**src/rtl/cdb_arbiter_pkg.sv**
```systemverilog
// Shared result-bus types for the CDB arbiter and its per-requester queues.
package cdb_arbiter_pkg;

  localparam int GPR_SIZE     = 32;
  localparam int ROB_IDX_SIZE = 4;

  typedef logic [3:0] nzcv_t;

  typedef struct packed {
    logic [ROB_IDX_SIZE-1:0] rob_index;
    logic [GPR_SIZE-1:0]     value;
    logic                    set_nzcv;
    nzcv_t                   nzcv;
  } cdb_entry_t;

  typedef enum logic {
    GRANT_ALU = 1'b0,
    GRANT_LS  = 1'b1
  } grant_e;

endpackage

```
**src/rtl/cdb_arbiter_fifo.sv**
```systemverilog
// cdb_fifo: power-of-two circular queue of cdb_entry_t with synchronous flush.
// Push/pop are qualified by the caller (no push when full, no pop when empty).
module cdb_fifo
  import cdb_arbiter_pkg::*;
#(
  parameter int DEPTH = 2
) (
  input  logic                     in_clk,
  input  logic                     in_rst_n,
  input  logic                     i_push,
  input  logic                     i_pop,
  input  logic                     i_flush,
  input  cdb_entry_t               i_data,
  output cdb_entry_t               o_head,
  output logic [$clog2(DEPTH):0]   o_count
);

  localparam int PW = $clog2(DEPTH);

  cdb_entry_t          r_mem [DEPTH];
  logic [PW-1:0]       r_wr_ptr;
  logic [PW-1:0]       r_rd_ptr;
  logic [PW:0]         r_count;

  // Pointers are exactly log2(DEPTH) bits wide, so they wrap modulo DEPTH.
  always_ff @(posedge in_clk or negedge in_rst_n) begin
    if (!in_rst_n) begin
      r_wr_ptr <= '0;
      r_rd_ptr <= '0;
      r_count  <= '0;
    end else if (i_flush) begin
      r_wr_ptr <= '0;
      r_rd_ptr <= '0;
      r_count  <= '0;
    end else begin
      if (i_push) r_wr_ptr <= r_wr_ptr + 1'b1;
      if (i_pop)  r_rd_ptr <= r_rd_ptr + 1'b1;
      case ({i_push, i_pop})
        2'b10:   r_count <= r_count + 1'b1;
        2'b01:   r_count <= r_count - 1'b1;
        default: r_count <= r_count;
      endcase
    end
  end

  always_ff @(posedge in_clk) begin
    if (i_push && !i_flush) r_mem[r_wr_ptr] <= i_data;
  end

  assign o_head  = r_mem[r_rd_ptr];
  assign o_count = r_count;

endmodule

```
**src/rtl/cdb_arbiter.sv**
```systemverilog
// Common data bus arbiter: queues ALU and LS results and broadcasts one per cycle.
// Define CDB_RR_EN for round-robin arbitration; default is fixed LS-over-ALU priority.
module cdb_arbiter
  import cdb_arbiter_pkg::*;
#(
  parameter int FIFO_DEPTH = 2
) (
  input  logic                    in_clk,
  input  logic                    in_rst_n,
  input  logic                    in_mispred,
  input  logic                    in_alu_valid,
  input  logic                    in_ls_valid,
  input  logic [ROB_IDX_SIZE-1:0] in_alu_rob_index,
  input  logic [ROB_IDX_SIZE-1:0] in_ls_rob_index,
  input  logic [GPR_SIZE-1:0]     in_alu_value,
  input  logic [GPR_SIZE-1:0]     in_ls_value,
  input  logic                    in_alu_set_nzcv,
  input  logic                    in_ls_set_nzcv,
  input  nzcv_t                   in_alu_nzcv,
  input  nzcv_t                   in_ls_nzcv,
  output logic                    out_alu_ready,
  output logic                    out_ls_ready,
  output logic                    out_cdb_done,
  output logic [ROB_IDX_SIZE-1:0] out_cdb_index,
  output logic [GPR_SIZE-1:0]     out_cdb_value,
  output logic                    out_cdb_set_nzcv,
  output nzcv_t                   out_cdb_nzcv
);

  localparam int CW = $clog2(FIFO_DEPTH) + 1;
  localparam logic [CW-1:0] DEPTH_C = CW'(FIFO_DEPTH);

  logic [CW-1:0] w_alu_count;
  logic [CW-1:0] w_ls_count;
  cdb_entry_t    w_alu_in;
  cdb_entry_t    w_ls_in;
  cdb_entry_t    w_alu_head;
  cdb_entry_t    w_ls_head;
  logic          w_alu_push;
  logic          w_ls_push;
  logic          w_alu_pop;
  logic          w_ls_pop;
  logic          w_alu_nonempty;
  logic          w_ls_nonempty;
  logic          w_grant_alu;
  logic          w_grant_ls;

  logic          r_done;
  cdb_entry_t    r_cdb;

  assign w_alu_in = '{rob_index: in_alu_rob_index, value: in_alu_value,
                      set_nzcv: in_alu_set_nzcv, nzcv: in_alu_nzcv};
  assign w_ls_in  = '{rob_index: in_ls_rob_index, value: in_ls_value,
                      set_nzcv: in_ls_set_nzcv, nzcv: in_ls_nzcv};

  // Ready looks only at the registered count so a same-cycle pop never frees a slot.
  assign out_alu_ready = (w_alu_count < DEPTH_C);
  assign out_ls_ready  = (w_ls_count < DEPTH_C);

  assign w_alu_push = in_alu_valid & out_alu_ready & ~in_mispred;
  assign w_ls_push  = in_ls_valid & out_ls_ready & ~in_mispred;

  assign w_alu_nonempty = (w_alu_count != '0);
  assign w_ls_nonempty  = (w_ls_count != '0);

`ifdef CDB_RR_EN
  grant_e r_last_grant;

  always_comb begin
    w_grant_alu = 1'b0;
    w_grant_ls  = 1'b0;
    if (w_alu_nonempty && w_ls_nonempty) begin
      if (r_last_grant == GRANT_LS) w_grant_alu = 1'b1;
      else                          w_grant_ls  = 1'b1;
    end else begin
      w_grant_alu = w_alu_nonempty;
      w_grant_ls  = w_ls_nonempty;
    end
  end

  always_ff @(posedge in_clk or negedge in_rst_n) begin
    if (!in_rst_n)                       r_last_grant <= GRANT_LS;
    else if (!in_mispred && w_grant_alu) r_last_grant <= GRANT_ALU;
    else if (!in_mispred && w_grant_ls)  r_last_grant <= GRANT_LS;
  end
`else
  always_comb begin
    w_grant_ls  = w_ls_nonempty;
    w_grant_alu = w_alu_nonempty & ~w_ls_nonempty;
  end
`endif

  assign w_alu_pop = w_grant_alu & ~in_mispred;
  assign w_ls_pop  = w_grant_ls & ~in_mispred;

  cdb_fifo #(.DEPTH(FIFO_DEPTH)) u_alu_fifo (
    .in_clk   (in_clk),
    .in_rst_n (in_rst_n),
    .i_push   (w_alu_push),
    .i_pop    (w_alu_pop),
    .i_flush  (in_mispred),
    .i_data   (w_alu_in),
    .o_head   (w_alu_head),
    .o_count  (w_alu_count)
  );

  cdb_fifo #(.DEPTH(FIFO_DEPTH)) u_ls_fifo (
    .in_clk   (in_clk),
    .in_rst_n (in_rst_n),
    .i_push   (w_ls_push),
    .i_pop    (w_ls_pop),
    .i_flush  (in_mispred),
    .i_data   (w_ls_in),
    .o_head   (w_ls_head),
    .o_count  (w_ls_count)
  );

  // Broadcast register: data holds its last value whenever nothing is granted.
  always_ff @(posedge in_clk or negedge in_rst_n) begin
    if (!in_rst_n) begin
      r_done <= 1'b0;
      r_cdb  <= '0;
    end else if (in_mispred) begin
      r_done <= 1'b0;
    end else if (w_grant_ls) begin
      r_done <= 1'b1;
      r_cdb  <= w_ls_head;
    end else if (w_grant_alu) begin
      r_done <= 1'b1;
      r_cdb  <= w_alu_head;
    end else begin
      r_done <= 1'b0;
    end
  end

  assign out_cdb_done     = r_done;
  assign out_cdb_index    = r_cdb.rob_index;
  assign out_cdb_value    = r_cdb.value;
  assign out_cdb_set_nzcv = r_cdb.set_nzcv;
  assign out_cdb_nzcv     = r_cdb.nzcv;

endmodule
```
**config.mk**
```make
export PLATFORM = sky130hd
export DESIGN_NAME = cdb_arbiter
export DESIGN_NICKNAME = d
export VERILOG_FILES = /design/src/rtl/cdb_arbiter_pkg.sv /design/src/rtl/cdb_arbiter_fifo.sv /design/src/rtl/cdb_arbiter.sv
export SDC_FILE = /design/constraint.sdc
export NUM_CORES = 1
export LEC_CHECK = 0
export BUFFER_PORTS_ARGS = -buffer_cell sky130_fd_sc_hd__buf_2
export CAP_MARGIN = 25
export CORE_MARGIN = 2
export CORE_UTILIZATION = 51
export DETAILED_ROUTE_END_ITERATION = 16
export GPL_TIMING_DRIVEN = 0
export PLACE_DENSITY = 0.76
export SYNTH_ARGS = -nofsm -noshare
export SYNTH_HDL_FRONTEND = slang
export SYNTH_SLANG_ARGS = --single-unit
```
**constraint.sdc**
```tcl
create_clock -name in_clk -period 4.5 [get_ports in_clk]
set_input_delay 0.225 -clock in_clk [delete_from_list [all_inputs] [get_ports in_clk]]
set_output_delay 0.225 -clock in_clk [all_outputs]
set_load 0.02 [all_outputs]
```
# --- Yosys cells after proc, flatten, opt, wreduce, memory -nomap -nowiden ---
# Memories as Yosys holds them, arrays and structs flattened.
# Cells that the tools add are included.
totals:
  reg_bits: 50
  ramBits: 164
  memories: 2
  latch_bits: 0
  output_inout_bits: 44
  elab_cells: 70
  romBits: 0
mem_list:
  columns: ["memory", "words", "word_bits", "read_ports", "rd_ports_with_merged_regs", "write_ports", "line_no", "rtl"]
  rows:
  - ["u_alu_fifo.r_mem", 2, 41, 1, 0, 1, "cdb_arbiter_fifo.sv:20", "cdb_entry_t r_mem [DEPTH];"]
  - ["u_ls_fifo.r_mem", 2, 41, 1, 0, 1, "cdb_arbiter_fifo.sv:20", null]
op_classes:
  magnitude_cmp: 2
  n_div: 0
  mul: 0
  reduce_logical: 13
  n_bitwise: 9
  eq_ne: 4
  add_sub_neg: 8
  muxes: 21
  shifts: 0
ops:
  columns: ["operator", "n"]
  rows:
  - ["$mux W41", 2]
  - ["$mux W1", 15]
  - ["$reduce_bool A2 Y1", 7]
  - ["$pmux W2 S2", 2]
  - ["$and A1 B1 Y1", 7]
  - ["$reduce_bool A3 Y1", 2]
  - ["$add A1 B1 Y1 const B", 4]
  - ["$add A2 B1 Y2 const B", 2]
  - ["$eq A2 B1 Y1 const B", 2]
  - ["$eq A2 B2 Y1 const B", 2]
  - ["$lt A2 B2 Y1 const B", 2]
  - ["$mux W2", 2]
  - ["$sub A2 B1 Y2 const B", 2]
  - ["$logic_and A1 B1 Y1", 2]
  - ["$not A1 Y1", 2]
  - ["$reduce_and A2 Y1", 1]
  - ["$logic_not A1 Y1", 1]

# --- Logic depth before layout (Yosys ltp) ---
# Gate-level depths: netlist of run 1.
logic_depth:
  ltp_word: 7
  mapped_depth: 5

# --- Hierarchy ---
# A second synthesis of run 1 with hierarchy kept.
unflattened:
  cells_unflattened: 434
  hier_area_um2: 9121.2
modules_own_cells:
  columns: ["module", "seq_area_each_um2", "area_per_inst_um2", "cells_per_inst", "instances"]
  rows:
  - ["cdb_fifo at u_ls_fifo", 2562.5, 3335.7, 147, 1]
  - ["cdb_fifo at u_alu_fifo", 2562.5, 3329.4, 146, 1]
  - ["cdb_arbiter", 1051.0, 2456.1, 141, 1]

# --- Worst setup path before layout of run 1 ---
# No wires, ideal clock.
synth_timing:
  path_type: "reg2reg"
  start: "reg u_ls_fifo.r_count[1] (netlist: u_ls_fifo.o_count[1])"
  end: "mem u_ls_fifo.r_mem[1][0] (netlist name), enable pin"
  setup_time_ns: 0.499
  arrival_time_ns: 3.691
  stages_incl_launch_ff: 3
  slack_ns: 0.310
  path_buffers: 0
  synth_period_minus_slack_ns: 4.190
  cell_sequence: "dfrtp_1 -> nand2b_1 -> nor3b_1"
synth_between:
  elab_chain_len: 6
synth_rtl:
  columns: ["item", "line_no", "rtl"]
  rows:
  - ["from (decl)", "cdb_arbiter_fifo.sv:23", "logic [PW:0] r_count;"]
  - ["from (signal assigned)", "cdb_arbiter_fifo.sv:39", "2'b10: r_count <= r_count + 1'b1;"]
  - ["from (signal assigned)", "cdb_arbiter_fifo.sv:40", "2'b01: r_count <= r_count - 1'b1;"]
  - ["from (signal assigned)", "cdb_arbiter_fifo.sv:41", "default: r_count <= r_count;"]
  - ["$lt A2 B2 Y1", "cdb_arbiter.sv:58", "assign out_ls_ready = (w_ls_count < DEPTH_C);"]
  - ["$and A1 B1 Y1 (2 in a row)", "cdb_arbiter.sv:61", "assign w_ls_push = in_ls_valid & out_ls_ready & ~in_mispred;"]
  - ["$logic_and A1 B1 Y1", "cdb_arbiter_fifo.sv:47", "if (i_push && !i_flush) r_mem[r_wr_ptr] <= i_data;"]
  - ["$mux W1", "cdb_arbiter_fifo.sv:47", null]
  - ["$mux W1 (not written as such)", "cdb_arbiter_fifo.sv:47", null]
  - ["to (decl)", "cdb_arbiter_fifo.sv:20", null]
# Every way passes these cells.

# --- Final worst setup path of run 1 ---
layout_timing:
  start: "reg u_ls_fifo.r_count[1] (netlist: u_ls_fifo.o_count[1])"
  end: "mem u_ls_fifo.r_mem[1][7] (netlist name), enable pin"
# The elaborated chain is that of the path after synthesis.

==> run summary, run 1 <==
Clock Path Buffers = 3
max-capacitance violation count = 0
most common cell in the netlist = edfxtp_1
DR vias/cell = 5.19
RD Place Congestion = 0.734
Final Skew = 0.00637 ns
FMAX = 453 MHz
Sink Count = 214
Crit path largest cell delay = 0.75 ns
syn_nets = 518
# IOs = 131
hold_ws = 0.0372 ns
fin area = 0.0110 sq mm
Psw = 1170 uW
synthesized cell area = 0.00825 sq mm
grt ovf = 0
Most used DFF post-synth = edfxtp_1
H-tree depth = 1
initial antenna violation count = 0
Lkg Pwr = 0.00418 uW
Peak VDD IR = 0.000367 V
Pre-antenna DRT Iters = 4
Die Y = 131 microns
Final setup viols = 0
yosys warns = 0
Post-synth EDFFs = 164
sequential power share = 0.480
post-CTS resize count = 0
worst path cell trace = nand2b_1 > nor3b_2 > buf_8 > buf_6
CP arrival = 2.41 ns
detailed-placement wirelength estimate = 10.8 mm
Cells after DPL = 793
setup TNS = 0 ns
Initial Util = 0.521
Distinct cells, synth = 25
CTS tree = done
Routed WL = 17.7 mm
largest net degree at the start of global routing = 30
fillers = 1030
area delta synth->final = 33.2%
Comb pwr share = 0.138
slowest CP cell = nor3b_2
Clock transition at path regs = 0.07 ns
Final Cycle Share = 0.491
switching share of power = 0.237
wire length per cell = 19.3 microns
sequential area share after synthesis = 0.748
row count = 46
Buffers & Inverters on Critical Path = 2
diodes inserted = 0
layout cells sized above 1 = 0.352
Clock Tree Root = clkbuf_16
worst min-delay path category = primary input to flip-flop
Synth top cells by count = 164 x edfxtp_1, 123 x mux2i_1, 50 x dfrtp_1
hold depth = 3
Core Box Area = 0.0158 sq mm
relative slew slack = 0.427
Yosys reg bits = 214
Worst path top cell family by delay = simple AND/OR/NAND/NOR gates
All-Layer GR Usage = 0.209
DR vias = 4763
initial DRC count = 248
Post-route DRC = 0
WP data required = 4.70 ns
final setup margin = 2.29 ns
Final Hold Fails = 0
Worst Tran Pin Value = 0.856 ns
postcts setup bufs = 0
cts hold-fix bufs = 83
area of the multi-input gates = 0.00191 sq mm
setup slack at placement = 2.26 ns
Clock Latency Late Sink = 0.49 ns
Port Buffers = 130
final cell count without fillers = 917
PwrDens = 448 mW/mm^2
Synth async-reset ratio = 0.234
CTS Buf Count = 22
Max FO, Critical Path = 10
Syn Area/Cell = 19.1 sq um
die width = 131 microns
WP depth = 4
crit path launch type = flip-flop
Clock Power Share = 0.382
top cells by area, synth = edfxtp_1 60%, dfrtp_1 15%, mux2i_1 15%
post-synth top area share = 0.597
Worst Reg-to-Reg Cells = 4
cell internal pwr = 3760 uW
Sequential cell area = 0.00618 sq mm
RSZ-0062 raised after global routing = false
Gate Count Post-Synth = 431
crit end category = flip-flop
Routed Antenna Nets = 0
post-layout net count = 772
Slew Limit Fails = 0
area post-placement = 0.00939 sq mm
first-pass GRT wire length = 27.8 mm
cell accounting for the most synthesized area = edfxtp_1
status = completed
die area = 0.0172 sq mm
minimum clock period = 2.21 ns
Worst Setup Path Type = flip-flop to flip-flop
vias in the first global route = 5286
## power groups by stage
stage	Combinational, uW	Sequential (uW)	Clock (uW)
floorplan	255	2520	0
global placement	586	2400	0
detailed placement	626	2400	0
CTS	684	2360	1910
global route	731	2380	2000
finish	682	2370	1880
## path summary, 6_finish.rpt
check,from,endpoint,slack [ns]
max reg2reg,u_ls_fifo.o_count[1],u_ls_fifo.r_mem[1][7],2.29
max in group asynchronous,in_rst_n,out_cdb_value[22],3.61
min reg2reg,out_cdb_index[2],out_cdb_index[2],0.50
min in group asynchronous,in_rst_n,out_cdb_value[28],0.28
min,in_alu_valid,u_alu_fifo.o_count[1],0.04
max,u_ls_fifo.o_count[1],u_ls_fifo.r_mem[1][7],2.29
## layer usage
| layer | vias to the layer above | GRT usage | wire, microns |
|---|---|---|---|
| li1 | 2165 | - | - |
| met1 | 2390 | 0.256 | 7120 |
| met4 | 0 | 0.0676 | 329 |
| met5 | - | 0 | 0 |
| met2 | 177 | 0.375 | 9290 |
| met3 | 31 | 0.0397 | 976 |
## metrics by stage
stage	total power (uW)	utilization
2_1_floorplan	2770	-
3_3_place_gp	2990	0.580
6_report	4930	0.695
3_5_place_dp	3030	0.593
5_1_grt	5110	0.695
4_1_cts	4960	0.694
## cell usage in the layout (no fill, tap or decap), types with 2 or more instances in the layout
cell type      Yosys  routed
edfxtp_1         164     164
buf_2             10     140
mux2i_1          123     123
dlygate4sd3_1      0      83
dfrtp_1           50      50
mux2_2            40      40
clkbuf_16          0      23
buf_6              0       9
buf_4              4       7
nor2_1             6       6
buf_12             5       6
a21oi_1            4       4
clkinv_1           0       4
buf_8              0       4
clkbuf_8           0       3
clkinv_2           0       3
bufinv_16          0       3
inv_1              2       2
nand2b_1           2       2
clkbuf_1           1       2
nor3b_2            0       2
nor3_2             0       2
nand2_1            2       2
or3_1              2       2
o21ai_0            2       2
xor2_1             2       2
mux2_1             2       2
clkinv_4           0       2
## state kept, by name (all words and copies together), names as in the netlist
| register | cells |
|---|---|
| u_alu_fifo.r_wr_ptr | 1 |
| out_cdb_value | 32 |
| u_alu_fifo.r_mem | 82 |
| out_cdb_nzcv | 4 |
| u_alu_fifo.r_rd_ptr | 1 |
| u_ls_fifo.r_wr_ptr | 1 |
| u_ls_fifo.r_mem | 82 |
| out_cdb_done | 1 |
| u_alu_fifo.o_count | 2 |
| out_cdb_set_nzcv | 1 |
| out_cdb_index | 4 |
| u_ls_fifo.o_count | 2 |
| u_ls_fifo.r_rd_ptr | 1 |
## kinds of logic (layout without fill, tap and decap cells)
group           count (synthesis)  in the layout  share of synthesized area
compound gates                  8              8                    0.00652
xor+xnor                        3              3                    0.00318
buf+inv                        22            292                     0.0232
flops                         214            214                      0.748
mux                           165            165                      0.206
simple gates                   19             19                     0.0123
## tightest hold or removal path: cells and delay by family
family / cells / cell delay (ns)
AOI/OAI and AO/OA: 1 / 0.07
buffers and inverters: 1 / 0.12
and+or+nand+nor: 1 / 0.07
## cell type report
cell class,instances,area share
clock inverters,13,0.0132
flip-flops and latches,214,0.562
repair buffers,230,0.153
inverters,2,0.000683
well taps,216,0.0246
plain buffers,20,0.0167
multi-input cells,195,0.173
clock buffers,27,0.0564
Note: power is estimated with default switching activity, not from simulation.
==> run 2, diff against run 1 <==
- CORE_UTILIZATION: 51 -> 56
- PLACE_DENSITY: 0.76 -> 0.79
- clock period: 4.5 -> 2.11 ns (I/O delays scaled with it)
==> run 2 against run 1 <==
  * Sequential power rose by 110%
  * Utilization rose by 6.6 points
  * Clock skew rose by 0.0032 ns
  * Sequential share of layout area fell by 0.083 points
  * Non-clock buffer count fell by 4
  * Worst hold slack improved by 0.085 ns
  * Critical endpoint is now u_alu_fifo.r_mem[1][39]
  * Register-to-register slack got worse by 2.1 ns
  * First-iteration DRC count fell by 18%
  * Routed wire length fell by 3.7%
  * Critical path type unchanged
  * Final cell count fell by 3.9%
  * Via count fell by 2.2%
==> run summary, run 2 (same netlist as run 1, synthesis figures left out) <==
area delta synth->final = 33.4% (was 33.2%)
relative slew slack = 0.508 (was 0.427)
CTS tree = done (unchanged)
status = completed (unchanged)
crit end category = flip-flop (unchanged)
detailed-placement wirelength estimate = 10.4 mm (was 10.8 mm)
Pre-antenna DRT Iters = 4 (unchanged)
Worst Reg-to-Reg Cells = 4 (unchanged)
Worst Setup Path Type = flip-flop to flip-flop (unchanged)
Core Box Area = 0.0145 sq mm (was 0.0158 sq mm)
RSZ-0062 raised after global routing = false (unchanged)
Clock transition at path regs = 0.06 ns (was 0.07 ns)
Clock Latency Late Sink = 0.49 ns (about the same)
minimum clock period = 1.94 ns (was 2.21 ns)
diodes inserted = 0 (unchanged)
Final Cycle Share = 0.921 (was 0.491)
R2R Path End = u_alu_fifo.r_mem[1][39] (was u_ls_fifo.r_mem[1][7])
FMAX = 515 MHz (was 453 MHz)
Port Buffers = 130 (unchanged)
most common cell after layout, fill and taps aside = edfxtp_1 (unchanged)
critical path capture point = u_alu_fifo.r_mem[1][39] (was u_ls_fifo.r_mem[1][7])
vias in the first global route = 5132 (was 5286)
top routing layer in use = met4 (unchanged)
PwrDens = 952 mW/mm^2 (was 448 mW/mm^2)
final cell count without fillers = 881 (was 917)
Final setup viols = 0 (unchanged)
final setup margin = 0.166 ns (was 2.29 ns)
crit path launch type = flip-flop (unchanged)
Clock Path Buffers = 3 (unchanged)
Peak VDD IR = 0.000838 V (was 0.000367 V)
final total power = 10500 uW (was 4930 uW)
Initial Util = 0.570 (was 0.521)
flop2flop setup slack = 0.17 ns (was 2.29 ns)
met2 routed WL = 9.22 mm (was 9.29 mm)
grt ovf = 0 (unchanged)
fillers = 837 (was 1030)
initial antenna violation count = 0 (unchanged)
Max FO, Critical Path = 13 (was 10)
Worst Tran Pin Value = 0.739 ns (was 0.856 ns)
Reg-to-Reg Start = u_alu_fifo.o_count[1] (was u_ls_fifo.o_count[1])
DR vias/cell = 5.29 (was 5.19)
die width = 125 microns (was 131 microns)
worst min-delay path category = primary input to flip-flop (unchanged)
CTS Buf Count = 22 (unchanged)
initial DRC count = 204 (was 248)
row count = 44 (was 46)
RD Place Congestion = 0.772 (was 0.734)
area of the multi-input gates = 0.00195 sq mm (was 0.00191 sq mm)
wire length per cell = 19.4 microns (was 19.3 microns)
Lkg Pwr = 0.00419 uW (was 0.00418 uW)
Sequential cell area = 0.00618 sq mm (unchanged)
Clock Tree Root = clkbuf_16 (unchanged)
CP arrival = 2.14 ns (was 2.41 ns)
Final Hold Fails = 0 (unchanged)
WP data required = 2.30 ns (was 4.70 ns)
Post-route DRC = 0 (unchanged)
Routed WL = 17.1 mm (was 17.7 mm)
die area = 0.0157 sq mm (was 0.0172 sq mm)
Routed Antenna Nets = 0 (unchanged)
Slew Limit Fails = 0 (unchanged)
Die Y = 125 microns (was 131 microns)
layout cells sized above 1 = 0.349 (was 0.352)
met3 wire length = 751 microns (was 976 microns)
# IOs = 131 (unchanged)
max-capacitance violation count = 0 (unchanged)
worst setup path startpoint = u_alu_fifo.o_count[1] (was u_ls_fifo.o_count[1])
routed length on met1 = 6.79 mm (was 7.12 mm)
Final Skew = 0.00958 ns (was 0.00637 ns)
H-tree depth = 1 (unchanged)
All-Layer GR Usage = 0.217 (was 0.209)
post-layout net count = 768 (was 772)
Cells after DPL = 755 (was 793)
Sink Count = 214 (unchanged)
DR vias = 4657 (was 4763)
setup slack at placement = 0.0139 ns (was 2.26 ns)
most frequent cells in the layout = 164 x edfxtp_1, 140 x buf_2, 123 x mux2i_1 (unchanged)
first-pass GRT wire length = 26.6 mm (was 27.8 mm)
largest net degree at the start of global routing = 27 (was 30)
run 2: cell types whose count changed in the layout (fill, tap and decap cells not counted), moves of 3 or more:
cell      change
clkbuf_1      +4
clkinv_1      -4
buf_16        +3
buf_6         -9
run 2: worst min path at each step:
| stage | start | to | slack (ns) | depth (start not counted) |
|---|---|---|---|---|
| global route | in_mispred | u_ls_fifo.r_mem[0][26] | 0.13 | 2 |
| finish | in_mispred | u_ls_fifo.r_mem[0][26] | 0.12 | 2 |
| floorplan | in_rst_n | out_cdb_done | -0.19 | 0 |
| global placement | in_alu_value[10] | u_alu_fifo.r_mem[0][15] | 0.29 | 1 |
| CTS | in_mispred | u_ls_fifo.r_mem[0][21] | 0.11 | 2 |
| detailed placement | in_rst_n | out_cdb_value[30] | 0.21 | 1 |
run 2: worst max-delay path, stage by stage, from the launching register on:
cell and delay, ns:
dfrtp_1 0.42, nand2b_4 0.20, nor3b_4 0.62, buf_8 0.25, buf_16 0.16
run 2: layout make-up:
cell class	count	area share
buffer	20	0.0167
multi-input combinational	195	0.177
inverter	2	0.000682
tap	184	0.0209
clock buffer	33	0.0612
sequential	214	0.561
timing repair buffer	226	0.155
clock inverter	7	0.00830
run 2: repair_timing:
item                                    in CTS  in global routing
gates resized for setup                      0                  0
hold endpoints to repair                   192                  0
hold buffers                                85                  0
buffers inserted                             1                  0
endpoints found under the setup margin       1                  0
run 2: stage by stage:
| stage | cell area, sq um | utilization | hold WS, ns | TNS [ns] |
|---|---|---|---|---|
| 3_3_place_gp | 9190 | 0.635 | 0.293 | -117.58 |
| 5_1_grt | 11000 | 0.760 | 0.131 | 0 |
| 6_report | 11000 | 0.760 | 0.122 | 0 |
| 4_1_cts | 11000 | 0.760 | 0.109 | 0 |
| 2_1_floorplan | 8310 | - | -0.190 | -0.265 |
| 3_5_place_dp | 9390 | 0.648 | 0.207 | 0 |
run 2: report_power, final:
part           leakage, uW  total [uW]  switching (uW)  internal, uW
combinational      0.00170        1460             782           677
sequential         0.00211        5050             148          4900
clock             0.000375        3980            1520          2460
total              0.00419       10500            2450          8030
run 2: per-layer routing:
| metal | vias up | global-route usage |
|---|---|---|
| li1 | 2155 | - |
| met1 | 2356 | 0.266 |
| met2 | 122 | 0.401 |
| met3 | 24 | 0.0389 |
| met4 | 0 | 0.0536 |
| met5 | - | 0 |
==> run 3, diff against run 2 <==
- CTS_CLUSTER_SIZE: unset -> 16
- PLACE_DENSITY: 0.79 -> unset
- PLACE_DENSITY_LB_ADDON: unset -> 0.1
==> run 3 against run 2 <==
  * Final area decreased by 0.41%
  * Largest cell class unchanged
  * Worst hold slack better by 0.033 ns
  * Non-clock buffer count up 7
  * Via count up 0.39%
  * Sequential power about the same
  * Register-to-register slack is essentially flat
  * Flip-flop and latch count stayed put
  * Fmax shrank 0.41%
  * Clock power down 12%
  * Die area unchanged
  * First-iteration DRC count increased by 22%
  * Sequential share of layout area is 0.23 points higher
==> run summary, run 3 (same netlist as run 1, synthesis figures left out) <==
first-pass GRT wire length = 27.2 mm (was 26.6 mm)
WP data required = 2.31 ns (was 2.30 ns)
CTS Buf Count = 23 (was 22)
Max FO, Critical Path = 13 (unchanged)
Routed WL = 17.4 mm (was 17.1 mm)
worst min-delay path category = primary input to flip-flop (unchanged)
relative slew slack = 0.449 (was 0.508)
wire length per cell = 19.6 microns (was 19.4 microns)
most common cell after layout, fill and taps aside = edfxtp_1 (unchanged)
crit end category = flip-flop (unchanged)
detailed-placement wirelength estimate = 10.7 mm (was 10.4 mm)
minimum clock period = 1.95 ns (was 1.94 ns)
Final Cycle Share = 0.925 (was 0.921)
worst setup path startpoint = u_alu_fifo.o_count[1] (unchanged)
Port Buffers = 130 (unchanged)
RSZ-0062 raised after global routing = false (unchanged)
All-Layer GR Usage = 0.223 (was 0.217)
RD Place Congestion = 0.721 (was 0.772)
fillers = 869 (was 837)
FMAX = 512 MHz (was 515 MHz)
diodes inserted = 0 (unchanged)
Clock Tree Root = clkbuf_16 (unchanged)
Final Skew = 0.0126 ns (was 0.00958 ns)
# IOs = 131 (unchanged)
final setup margin = 0.158 ns (was 0.166 ns)
flop2flop setup slack = 0.16 ns (was 0.17 ns)
Final Hold Fails = 0 (unchanged)
top routing layer in use = met4 (unchanged)
layout cells sized above 1 = 0.345 (was 0.349)
vias in the first global route = 5179 (was 5132)
met3 wire length = 777 microns (was 751 microns)
met2 routed WL = 9.19 mm (was 9.22 mm)
Clock Latency Late Sink = 0.49 ns (about the same)
Sequential cell area = 0.00618 sq mm (unchanged)
Slew Limit Fails = 0 (unchanged)
area delta synth->final = 32.9% (was 33.4%)
Worst Reg-to-Reg Cells = 4 (unchanged)
crit path launch type = flip-flop (unchanged)
Sink Count = 214 (unchanged)
Pre-antenna DRT Iters = 4 (unchanged)
Reg-to-Reg Start = u_alu_fifo.o_count[1] (unchanged)
critical path capture point = u_alu_fifo.r_mem[0][8] (was u_alu_fifo.r_mem[1][39])
die area = 0.0157 sq mm (unchanged)
area of the multi-input gates = 0.00195 sq mm (unchanged)
final cell count without fillers = 889 (was 881)
initial DRC count = 248 (was 204)
Cells after DPL = 757 (was 755)
DR vias = 4675 (was 4657)
CTS tree = done (unchanged)
status = completed (unchanged)
setup slack at placement = -0.0379 ns (was 0.0139 ns)
max-capacitance violation count = 0 (unchanged)
DR vias/cell = 5.26 (was 5.29)
Post-route DRC = 0 (unchanged)
Clock Path Buffers = 3 (unchanged)
PwrDens = 915 mW/mm^2 (was 952 mW/mm^2)
Die Y = 125 microns (unchanged)
Lkg Pwr = 0.00417 uW (was 0.00419 uW)
Final setup viols = 0 (unchanged)
Core Box Area = 0.0145 sq mm (unchanged)
initial antenna violation count = 0 (unchanged)
Routed Antenna Nets = 0 (unchanged)
Clock transition at path regs = 0.06 ns (about the same)
Initial Util = 0.570 (unchanged)
R2R Path End = u_alu_fifo.r_mem[0][8] (was u_alu_fifo.r_mem[1][39])
Peak VDD IR = 0.000783 V (was 0.000838 V)
routed length on met1 = 7.22 mm (was 6.79 mm)
die width = 125 microns (unchanged)
Worst Setup Path Type = flip-flop to flip-flop (unchanged)
H-tree depth = 1 (unchanged)
grt ovf = 0 (unchanged)
largest net degree at the start of global routing = 27 (unchanged)
row count = 44 (unchanged)
CP arrival = 2.15 ns (was 2.14 ns)
post-CTS resize count = 0 (unchanged)
most frequent cells in the layout = 164 x edfxtp_1, 140 x buf_2, 123 x mux2i_1 (unchanged)
Worst Tran Pin Value = 0.823 ns (was 0.739 ns)
post-layout net count = 776 (was 768)
==> run 3: routing by layer <==
layer / vias up / GRT usage
met5: - / 0
met4: 0 / 0.0425
met3: 21 / 0.0377
met2: 126 / 0.408
met1: 2352 / 0.286
li1: 2176 / -
==> run 3: repair_timing <==
| action | 4_1_cts | 5_1_grt |
|---|---|---|
| buffers inserted | 3 | 3 |
| endpoints found under the setup margin | 10 | 3 |
| endpoints found under the hold margin | 192 | 0 |
| hold buffers | 85 | 0 |
| pin swaps | 1 | 1 |
==> run 3: cell type report <==
cell class	count	share of cell area
Clock buffer	31	0.0552
Inverter	2	0.000685
Buffer	20	0.0168
Timing Repair Buffer	233	0.161
Sequential cell	214	0.563
Multi-Input combinational cell	195	0.177
Clock inverter	10	0.00434
Tap cell	184	0.0210
==> run 3: worst min path at each step <==
stage | startpoint | end | slack, ns | cells after the start
finish | in_mispred | out_cdb_value[24] | 0.15 | 3
global route | in_mispred | u_alu_fifo.r_mem[0][23] | 0.16 | 2
CTS | in_mispred | out_cdb_value[24] | 0.14 | 3
detailed placement | in_rst_n | out_cdb_index[0] | 0.20 | 1
global placement | in_alu_value[30] | u_alu_fifo.r_mem[0][35] | 0.29 | 1
floorplan | in_rst_n | out_cdb_done | -0.19 | 0
==> run 3: where the power goes <==
group	leakage (uW)	switching (uW)	internal, uW	total [uW]
Sequential	0.00211	143	4900	5040
Combinational	0.00174	790	688	1480
Clock	0.000320	1500	2010	3510
==> run 3: stage by stage <==
step / hold slack, ns / utilization / setup TNS (ns) / power (uW) / area, sq um
after floorplan: -0.190 / - / -0.265 / 5910 / 8310
after global placement: 0.293 / 0.635 / -131.58 / 6370 / 9190
after detailed placement: 0.201 / 0.650 / -0.372 / 6480 / 9420
after CTS: 0.139 / 0.756 / 0 / 10100 / 10900
after global routing: 0.164 / 0.757 / 0 / 10400 / 11000
final: 0.155 / 0.757 / 0 / 10000 / 11000
==> run 3: worst max-delay path, cell delays in order (launching register included) <==
cell and delay (ns):
dfrtp_1 0.41, nand2b_4 0.19, nor3_4 0.64, buf_8 0.25
buf_8 0.17
